File: src/rtl/write_page_ecc.sv
// NAND page-program sequencer: bad-block check, 80h/address/data, per-128-byte Hamming
// ECC appended to the spare area, 10h, R/B wait and 70h status readback.
module write_page_ecc #(
    parameter int          PAGE_BYTES   = 8192,
    parameter int          BB_LAT       = 2,
    parameter int          TWB_CYC      = 8,
    parameter logic [19:0] BUSY_TIMEOUT = 20'hFFFFF
) (
    input  logic        clk,
    input  logic        rst,
    input  logic        start,
    input  logic [23:0] addr_row,
    output logic        busy,
    output logic        done,
    output logic [1:0]  err,
    output logic [11:0] bb_ram_addr,
    input  logic        bb_ram_dout,
    input  logic [7:0]  src_data,
    input  logic        src_valid,
    output logic        src_ready,
    output logic [7:0]  flash_dout,
    output logic        flash_cle,
    output logic        flash_ale,
    output logic        flash_we_valid,
    input  logic        flash_we_ready,
    output logic        flash_re_req,
    input  logic [7:0]  flash_din,
    input  logic        flash_din_valid,
    input  logic        flash_rb
);
    localparam int          CHUNKS     = PAGE_BYTES / 128;
    localparam logic [19:0] LAST_DATA  = 20'(PAGE_BYTES - 1);
    localparam logic [19:0] BB_WAIT    = 20'(BB_LAT + 1);
    localparam logic [19:0] TWB_LAST   = 20'(TWB_CYC - 1);
    localparam logic [19:0] TO_LAST    = BUSY_TIMEOUT - 20'd1;
    localparam logic [5:0]  LAST_CHUNK = 6'(CHUNKS - 1);

    typedef enum logic [3:0] {
        S_IDLE, S_BBCHK, S_CMD80, S_ADDR, S_DATA, S_ECC,
        S_CMD10, S_TWB, S_BUSY, S_CMD70, S_STATUS, S_DONE
    } state_t;

    function automatic logic [13:0] rp_delta(input logic [6:0] a, input logic p);
        logic [13:0] r;
        r = 14'd0;
        for (int n = 0; n < 7; n++) begin
            r[2*n+1] = p & a[n];
            r[2*n]   = p & ~a[n];
        end
        return r;
    endfunction

    function automatic logic [5:0] cp_delta(input logic [7:0] d);
        logic [5:0] c;
        logic [2:0] jb;
        c = 6'd0;
        for (int m = 0; m < 3; m++) begin
            for (int j = 0; j < 8; j++) begin
                jb = 3'(j);
                if (jb[m]) c[2*m+1] = c[2*m+1] ^ d[j];
                else       c[2*m]   = c[2*m]   ^ d[j];
            end
        end
        return c;
    endfunction

    function automatic logic [7:0] addr_byte(input logic [2:0] idx, input logic [23:0] row);
        case (idx)
            3'd2:    return row[7:0];
            3'd3:    return row[15:8];
            3'd4:    return row[23:16];
            default: return 8'h00;
        endcase
    endfunction

    // Spare layout per chunk: rp[7:0], rp[15:8], cp[7:0].
    function automatic logic [7:0] ecc_sel(input logic [23:0] w, input logic [1:0] sub);
        case (sub)
            2'd0:    return w[7:0];
            2'd1:    return w[15:8];
            default: return w[23:16];
        endcase
    endfunction

    function automatic logic [1:0] status_err(input logic [7:0] s);
        return {1'b0, s[0]};
    endfunction

    state_t      state_q;
    logic [19:0] cnt_q;
    logic [23:0] row_q;
    logic [11:0] bb_addr_q;
    logic        busy_q, done_q, cle_q, ale_q, valid_q, re_req_q;
    logic [1:0]  err_q;
    logic [7:0]  byte_q;
    logic [13:0] rp_q, rp_d;
    logic [5:0]  cp_q, cp_d;
    logic [5:0]  ecc_chunk_q, nxt_chunk_s;
    logic [1:0]  ecc_sub_q, nxt_sub_s;
    logic [23:0] ecc_mem [0:CHUNKS-1];
    logic        data_mode_s, data_xfer_s, chunk_end_s, byte_xfer_s, sub_wrap_s;

    assign data_mode_s = (state_q == S_DATA) & ~rst;
    assign data_xfer_s = data_mode_s & src_valid & flash_we_ready;
    assign chunk_end_s = data_xfer_s & (cnt_q[6:0] == 7'h7f);
    assign byte_xfer_s = valid_q & flash_we_ready;
    assign rp_d        = rp_q ^ rp_delta(cnt_q[6:0], ^src_data);
    assign cp_d        = cp_q ^ cp_delta(src_data);
    assign sub_wrap_s  = (ecc_sub_q == 2'd2);
    assign nxt_sub_s   = sub_wrap_s ? 2'd0 : ecc_sub_q + 2'd1;
    assign nxt_chunk_s = sub_wrap_s ? ecc_chunk_q + 6'd1 : ecc_chunk_q;

    assign busy           = busy_q;
    assign done           = done_q;
    assign err            = err_q;
    assign bb_ram_addr    = bb_addr_q;
    assign flash_dout     = data_mode_s ? src_data : byte_q;
    assign flash_we_valid = data_mode_s ? src_valid : (valid_q & ~rst);
    assign src_ready      = data_mode_s & flash_we_ready;
    assign flash_cle      = cle_q;
    assign flash_ale      = ale_q;
    assign flash_re_req   = re_req_q;

    // Chunk syndrome is written on the 128th byte's transfer, leaving the byte stream unstalled.
    always_ff @(posedge clk) begin
        if (chunk_end_s) ecc_mem[cnt_q[12:7]] <= {2'b00, cp_d, 2'b00, rp_d};
    end

    // Sequencer with registered command/address/ECC byte and handshake outputs.
    always_ff @(posedge clk) begin
        if (rst) begin
            state_q <= S_IDLE;     cnt_q <= 20'd0;     row_q <= 24'd0;
            bb_addr_q <= 12'd0;    busy_q <= 1'b0;     done_q <= 1'b0;
            err_q <= 2'd0;         byte_q <= 8'h00;    cle_q <= 1'b0;
            ale_q <= 1'b0;         valid_q <= 1'b0;    re_req_q <= 1'b0;
            rp_q <= 14'd0;         cp_q <= 6'd0;
            ecc_chunk_q <= 6'd0;   ecc_sub_q <= 2'd0;
        end else begin
            done_q <= 1'b0;
            case (state_q)
                S_IDLE: if (start) begin
                    row_q <= addr_row; bb_addr_q <= addr_row[18:7];
                    busy_q <= 1'b1; err_q <= 2'd0; cnt_q <= 20'd0; state_q <= S_BBCHK;
                end
                S_BBCHK: if (cnt_q == BB_WAIT) begin
                    cnt_q <= 20'd0;
                    if (bb_ram_dout) begin
                        err_q <= 2'd2; busy_q <= 1'b0; done_q <= 1'b1; state_q <= S_DONE;
                    end else begin
                        byte_q <= 8'h80; cle_q <= 1'b1; valid_q <= 1'b1; state_q <= S_CMD80;
                    end
                end else cnt_q <= cnt_q + 20'd1;
                S_CMD80: if (byte_xfer_s) begin
                    cle_q <= 1'b0; ale_q <= 1'b1; byte_q <= 8'h00; cnt_q <= 20'd0; state_q <= S_ADDR;
                end
                S_ADDR: if (byte_xfer_s) begin
                    if (cnt_q == 20'd4) begin
                        ale_q <= 1'b0; valid_q <= 1'b0; byte_q <= 8'h00; cnt_q <= 20'd0;
                        rp_q <= 14'd0; cp_q <= 6'd0; state_q <= S_DATA;
                    end else begin
                        cnt_q <= cnt_q + 20'd1;
                        byte_q <= addr_byte(cnt_q[2:0] + 3'd1, row_q);
                    end
                end
                S_DATA: if (data_xfer_s) begin
                    rp_q <= chunk_end_s ? 14'd0 : rp_d;
                    cp_q <= chunk_end_s ? 6'd0 : cp_d;
                    if (cnt_q == LAST_DATA) begin
                        cnt_q <= 20'd0; ecc_chunk_q <= 6'd0; ecc_sub_q <= 2'd0; state_q <= S_ECC;
                    end else cnt_q <= cnt_q + 20'd1;
                end
                // One load cycle on entry, then the next spare byte is staged on every transfer.
                S_ECC: if (!valid_q) begin
                    byte_q <= ecc_sel(ecc_mem[ecc_chunk_q], ecc_sub_q); valid_q <= 1'b1;
                end else if (byte_xfer_s) begin
                    if (ecc_chunk_q == LAST_CHUNK && sub_wrap_s) begin
                        byte_q <= 8'h10; cle_q <= 1'b1; state_q <= S_CMD10;
                    end else begin
                        ecc_chunk_q <= nxt_chunk_s; ecc_sub_q <= nxt_sub_s;
                        byte_q <= ecc_sel(ecc_mem[nxt_chunk_s], nxt_sub_s);
                    end
                end
                S_CMD10: if (byte_xfer_s) begin
                    valid_q <= 1'b0; cle_q <= 1'b0; byte_q <= 8'h00; cnt_q <= 20'd0; state_q <= S_TWB;
                end
                S_TWB: if (cnt_q == TWB_LAST) begin
                    cnt_q <= 20'd0; state_q <= S_BUSY;
                end else cnt_q <= cnt_q + 20'd1;
                S_BUSY: if (flash_rb) begin
                    byte_q <= 8'h70; cle_q <= 1'b1; valid_q <= 1'b1; cnt_q <= 20'd0; state_q <= S_CMD70;
                end else if (cnt_q == TO_LAST) begin
                    err_q <= 2'd3; busy_q <= 1'b0; done_q <= 1'b1; state_q <= S_DONE;
                end else cnt_q <= cnt_q + 20'd1;
                S_CMD70: if (byte_xfer_s) begin
                    valid_q <= 1'b0; cle_q <= 1'b0; byte_q <= 8'h00; re_req_q <= 1'b1; state_q <= S_STATUS;
                end
                S_STATUS: if (flash_din_valid) begin
                    re_req_q <= 1'b0; err_q <= status_err(flash_din);
                    busy_q <= 1'b0; done_q <= 1'b1; state_q <= S_DONE;
                end
                S_DONE:  state_q <= S_IDLE;
                default: state_q <= S_IDLE;
            endcase
        end
    end
endmodule
File: config.mk
export PLATFORM = sky130hd
export DESIGN_NAME = write_page_ecc
export DESIGN_NICKNAME = d
export VERILOG_FILES = /design/src/rtl/write_page_ecc.sv
export SDC_FILE = /design/constraint.sdc
export NUM_CORES = 2
export LEC_CHECK = 0
export CAP_MARGIN = 20
export CORE_MARGIN = 2
export CORE_UTILIZATION = 25
export CTS_BUF_LIST = sky130_fd_sc_hd__clkbuf_8 sky130_fd_sc_hd__clkbuf_16
export DETAILED_ROUTE_END_ITERATION = 10
export HOLD_SLACK_MARGIN = 0.08
export RECOVER_POWER = 100
export SYNTH_ARGS = -nofsm -noshare
export SYNTH_HDL_FRONTEND = slang
export SYNTH_SLANG_ARGS = --single-unit
File: constraint.sdc
create_clock -name clk -period 10.25 [get_ports clk]
set_clock_uncertainty 0.15 [all_clocks]
set_input_delay 1.025 -clock clk [delete_from_list [all_inputs] [get_ports clk]]
set_output_delay 1.025 -clock clk [all_outputs]
set_load 0.005 [all_outputs]
==> Yosys cells after proc, flatten, opt, wreduce, memory -nomap -nowiden <==
Memory sizes are Yosys's and may differ from the RTL's. A register that Yosys moved wholly into a read port is not among the register bits.
Cells that the tools add are included.
{ "classes": {"addsub": 4, "n_eq_ne": 49, "n_mux": 106, "bitwise_logic": 48, "n_reduce_logical": 28} }
{ "op_table": {"columns": ["operator", "count"], "rows": [
  ["20-bit 2-to-1 mux", 10],
  ["20-bit case mux with 7 select lines", 1],
  ["8-bit 2-to-1 mux", 10],
  ["6-bit 2-to-1 mux", 12],
  ["4-bit 2-to-1 mux", 17],
  ["14-bit 2-to-1 mux", 4],
  ["4-bit case mux with 11 select lines", 1],
  ["20-bit by 3-bit == test with 1-bit output (second input constant)", 2],
  ["8-bit case mux with 5 select lines", 1],
  ["2-bit inequality test (second input constant)", 19],
  ["8-bit case mux with 2 select lines", 2],
  ["14-bit case mux with 2 select lines", 1],
  ["1-bit 2-to-1 mux", 24],
  ["2-bit 2-to-1 mux", 12],
  ["6-bit case mux with 2 select lines", 2],
  ["8-bit case mux with 3 select lines", 1],
  ["1-bit AND", 21],
  ["7-bit AND reduction", 3],
  ["20-bit by 1-bit adder with 20-bit output (second input constant)", 1],
  ["20-bit by 13-bit == test with 1-bit output (second input constant)", 1],
  ["20-bit by 2-bit == test with 1-bit output (second input constant)", 1],
  ["20-bit == test (second input constant)", 1],
  ["1-bit bitwise XOR", 17],
  ["4-bit by 3-bit == test with 1-bit output (second input constant)", 4],
  ["39 further kinds", 67]
]} }
{ "word_totals": {"register_bits": 104, "ram_bits": 1280, "inputBits": 48, "out_inout_bits": 29, "word_cells": 252, "mem_count": 1} }
{ "mem_list": {"columns": ["memory", "depth", "word_bits", "rd", "rd_clocked_by_memory_dff", "write_ports", "line_no", "text"], "rows": [
  ["ecc_mem", 64, 20, 2, 1, 1, "100", "logic [23:0] ecc_mem [0:CHUNKS-1];"]
]} }

==> Logic depth before layout (Yosys ltp) <==
{ "logic_depth": {"ltp_word": 8, "mapped_depth": 16, "depth_no_buf": 10} }

==> Least setup slack after synthesis <==
No wires, ideal clock.
{ "synth_path": {"path_kind": "input port to flip-flop", "start": "in src_data[6]", "end": "mem ecc_mem[0][0] (netlist bit) (data pin)", "t_arrival_ns": 4.025, "path_slack_ns": 5.500, "cell_stages": 5, "cell_sequence": "xnor2_1 > xnor2_1 > xor2_1 > nand2_1 > xnor2_1"} }
{ "synth_via": {"elab_chain_len": 3} }
{ "synth_rtl": {"columns": ["element", "line_no", "text"], "rows": [
  ["start, declared", "18", "input logic [7:0] src_data,"],
  ["8-bit parity", "107", "assign rp_d = rp_q ^ rp_delta(cnt_q[6:0], ^src_data);"],
  ["1-bit AND", "48", "r[2*n] = p & ~a[n];"],
  ["14-bit bitwise XOR", "107", null],
  ["net rp_d[0]", "96", "logic [13:0] rp_q, rp_d;"],
  ["end, declared", "100", null]
]} }
The timed path passes the listed nets, and every way through them passes these cells.

==> Final worst setup path <==
{ "layout_path": {"start": "reg ecc_chunk_q[0]", "end": "reg byte_q[2]"} }
{ "layout_via": {"elab_chain_len": 8} }
{ "layout_rtl": {"columns": ["element", "line_no", "text"], "rows": [
  ["start, declared", "98", "logic [5:0] ecc_chunk_q, nxt_chunk_s;"],
  ["start signal, assigned", "179", "ecc_chunk_q <= nxt_chunk_s; ecc_sub_q <= nxt_sub_s;"],
  ["6-bit by 1-bit adder with 6-bit output", "111", "assign nxt_chunk_s = sub_wrap_s ? ecc_chunk_q + 6'd1 : ecc_chunk_q;"],
  ["6-bit 2-to-1 mux", "111", null],
  ["memory read 64 x 20 bit", null, null],
  ["8-bit case mux with 2 select lines", "78", "case (sub)"],
  ["8-bit 2-to-1 mux *", "176", "if (ecc_chunk_q == LAST_CHUNK && sub_wrap_s) begin"],
  ["8-bit 2-to-1 mux *", "175", "end else if (byte_xfer_s) begin"],
  ["8-bit 2-to-1 mux *", "173", "S_ECC: if (!valid_q) begin"],
  ["8-bit case mux with 5 select lines *", "140", "case (state_q)"],
  ["end signal, assigned", "162", "byte_q <= addr_byte(cnt_q[2:0] + 3'd1, row_q);"],
  ["end signal, assigned", "180", "byte_q <= ecc_sel(ecc_mem[nxt_chunk_s], nxt_sub_s);"],
  ["end, declared", "95", "logic [7:0] byte_q;"]
]} }
Mark *: on every way between the ends. The rest lies on a longest branch, timed or not. The select of a mux whose other input is x is not followed.
A chain may end at the register's enable or synchronous reset.

==> flow_metrics.env <==
export IMPL_status="finished, violations left"
export IMPL_violations="capacitance limit, slew limit"
export IMPL_routed_wl_um=238000
export IMPL_setup_viol=0
export IMPL_drive_above_1_share_pct=18.7
export IMPL_yosysWarnings=0
export IMPL_power_leakage_nw=23.1
export IMPL_ys_ff_latch=1378
export IMPL_post_cts_resized=0
export IMPL_crit_type="reg2reg"
export IMPL_die_h_um=519
export IMPL_finalSetupTns_ps=0
export IMPL_globalRouteOverflowTotal=0
export IMPL_cts_sinks=1378
export IMPL_avgSynthCellArea_um2=14.4
export IMPL_cts_tree="built"
export IMPL_max_cap_violations=80
export IMPL_async_flop_share_pct=0
export IMPL_netlist_area_mm2=0.0663
export IMPL_synth_area_leaders="edfxtp_1 58%, mux4_2 16%, nand2_1 4.1%, dfxtp_1 3.0%, mux2i_1 2.6%"
export IMPL_ant_nets=0
export IMPL_synth_top_area_share_pct=58.0
export IMPL_layout_setup_ws_ps=2890
export IMPL_dp_cells=7993
export IMPL_cts_clk_slew_worst_paths_ps=60
export IMPL_critPathLaunchType="flip-flop"
export IMPL_place_congestion=0.992
export IMPL_arrival_ps=7920
export IMPL_dr_total_vias=45451
export IMPL_placed_area_mm2=0.0715
export IMPL_rr_worst_depth=12
export IMPL_area_growth_pct=15.0
export IMPL_finalPower_mw=13.1
export IMPL_syn_num_nets=4644
export IMPL_yosys_top_cells_count="1,280 x edfxtp_1, 720 x nand2_1, 471 x mux4_2"
export IMPL_cts_buffer_depth=3
export IMPL_maxSlewViolCount=2566
export IMPL_grt_antenna_before_repair=14
export IMPL_initial_core_util_pct=25.1
export IMPL_synth_distinct_cells=86
export IMPL_critPathCaptureType="flip-flop"
export IMPL_fin_crit_sh_pct=71.8
export IMPL_regToRegSetupSlack_ps=2890
export IMPL_grt_pass1_wl_um=333000
export IMPL_hold_path_class="reg2reg"
export IMPL_drt_iter0_markers=7244
export IMPL_dieArea_mm2=0.269
export IMPL_viasPerCell=5.49
export IMPL_maxSlewHeadroom_pct=-157
export IMPL_wl_per_cell_um=28.7
export IMPL_grt_pass1_vias=43554
export IMPL_ios=77
export IMPL_clock_fmax_mhz=136
export IMPL_synth_edf_count=1280
export IMPL_ctsHoldBuffers=0
export IMPL_grt_max_degree=143
export IMPL_first_pass_iters=8
export IMPL_holdPathEnd="row_q[1]"
export IMPL_p_per_area_mw_per_mm2=172
export IMPL_drc=0
export IMPL_hp_start="row_q[1]"
export IMPL_cts_made_buffers=151
export IMPL_min_period_ps=7360
export IMPL_r2r_end="byte_q[2]"
export IMPL_post_cts_setup_buffers=0
export IMPL_peakVddDrop_mv=0.171
export IMPL_dpl_hpwl_um=145000
export IMPL_hold_depth=2
export IMPL_worst_pin_slew_ps=3860
export IMPL_yosysMostFrequentCell="edfxtp_1"
export IMPL_clock_root_buffer="clkbuf_16"
export IMPL_ys_flop_type="edfxtp_1"
export IMPL_nNetsFinal=4672
export IMPL_clk_latency_ps=810
export IMPL_r2r_start="ecc_chunk_q[0]"
export IMPL_core_area_mm2=0.264
export IMPL_htreeDepth=4
export IMPL_dieWidth_um=519
export IMPL_dp_worst_setup_slack_ps=4680
export IMPL_yosysTopAreaCell="edfxtp_1"
export IMPL_rsz0062_at_grt="no"
export IMPL_crit_path_max_fanout=42
export IMPL_port_buffer_count=69
export IMPL_worstPathRequired_ps=10810
export IMPL_synth_seq_area_share_pct=60.9
export IMPL_synthCells=4590
export IMPL_row_count=189
export IMPL_final_instance_count_excl_fill=8277
export IMPL_final_area_mm2=0.0762
export IMPL_gr_usage_all_layers_pct=17.1
export IMPL_hold_viol_final=0
[where the power goes]
group	switching, mW	internal [mW]
clock	2.39	3.14
sequential	0.0537	6.59
combinational	0.772	0.187
[logic make-up (layout without fill, tap and decap cells)]
| family | after synthesis | in the layout | synth area share (%) |
|---|---|---|---|
| buf+inv | 386 | 534 | 2.80 |
| fa+ha+maj | 6 | 6 | 0.113 |
| simple gates | 1377 | 1377 | 9.22 |
| xor+xnor | 67 | 67 | 0.925 |
| flops | 1378 | 1378 | 60.9 |
| mux | 657 | 657 | 18.9 |
| compound gates | 719 | 719 | 7.09 |
| other cells | 0 | 6 | 0 |
[worst max-delay path: stages, from the launching register on]
cell and delay [ps]:
dfxtp_1 910, ha_1 380, mux2_8 450, buf_4 620, clkbuf_1 2260, a21oi_1 50, a221oi_1 420, nor4_1 120
a2111oi_0 550, buf_4 260, a311oi_1 60, or4_1 550, a221oi_1 280
[per-layer routing]
metal	vias up	global-route usage, %	part of all wire [%]
met5	-	0	0.037
met4	12	8.91	6.2
met3	636	5.80	13
met2	3237	25.5	44
met1	23236	21.8	37
li1	18330	-	-
[worst max-delay path by stage]
| stage | startpoint | to | slack [ps] | cells past startpoint |
|---|---|---|---|---|
| 3_5_place_dp | ecc_chunk_q[0] | byte_q[0] | 4680 | 10 |
| 4_1_cts | ecc_chunk_q[0] | byte_q[2] | 4630 | 12 |
| 6_report | ecc_chunk_q[0] | byte_q[2] | 2890 | 12 |
| 2_1_floorplan | src_data[6] | ecc_mem[0][0] | 5500 | 5 |
| 5_1_grt | ecc_chunk_q[0] | byte_q[2] | 2640 | 12 |
| 3_3_place_gp | ecc_chunk_q[0] | byte_q[0] | 4720 | 10 |
[registers in the layout, summed over array words and instances, names as in the netlist, 2 cells and up, named ones only]
| register | cells |
|---|---|
| ecc_mem | 1280 |
| row_q | 24 |
| cnt_q | 20 |
| rp_q | 14 |
| byte_q | 8 |
| cp_q | 6 |
| ecc_chunk_q | 6 |
| state_q | 4 |
| ecc_sub_q | 2 |
| err | 2 |
[cells in the final DEF, fill, tap and decap left out, drive strengths merged, types with 8 or more instances in the layout]
master,instances
and3b,9
o2111ai,11
nand2,720
mux2i,170
nor3,62
a221oi,19
and2,9
dlygate4sd3,29
nand3b,12
clkdlybuf4s50,39
inv,44
buf,85
a21oi,253
nand3,205
nand4,32
clkinv,70
nor4,23
a22o,8
mux4,474
nor2b,14
or4bb,9
a31oi,31
dfxtp,98
xor2,23
o21ai,71
edfxtp,1280
a2111oi,13
o22ai,37
a311oi,36
o211ai,14
bufinv,16
a211oi,36
xnor2,44
and3,36
nor2,202
clkbuf,246
nand2b,11
a22oi,121
mux2,13
[layout make-up]
class / instances / area [um^2]
Antenna cell: 6 / 15.0
Clock buffer: 153 / 3820
Clock inverter: 120 / 1200
Fill cell: 26585 / 188000
Inverter: 15 / 57.6
Multi-Input combinational cell: 2826 / 24500
Sequential cell: 1378 / 40400
Tap cell: 3533 / 4420
Timing Repair Buffer: 246 / 1810
[stage by stage]
stage | util (%) | hold slack [ps]
2_1_floorplan | - | 286
3_3_place_gp | 27.1 | 294
3_5_place_dp | 27.1 | 302
4_1_cts | 29.0 | 310
5_1_grt | 28.8 | 329
6_report | 28.8 | 310
Power figures use the tool's default switching activity.
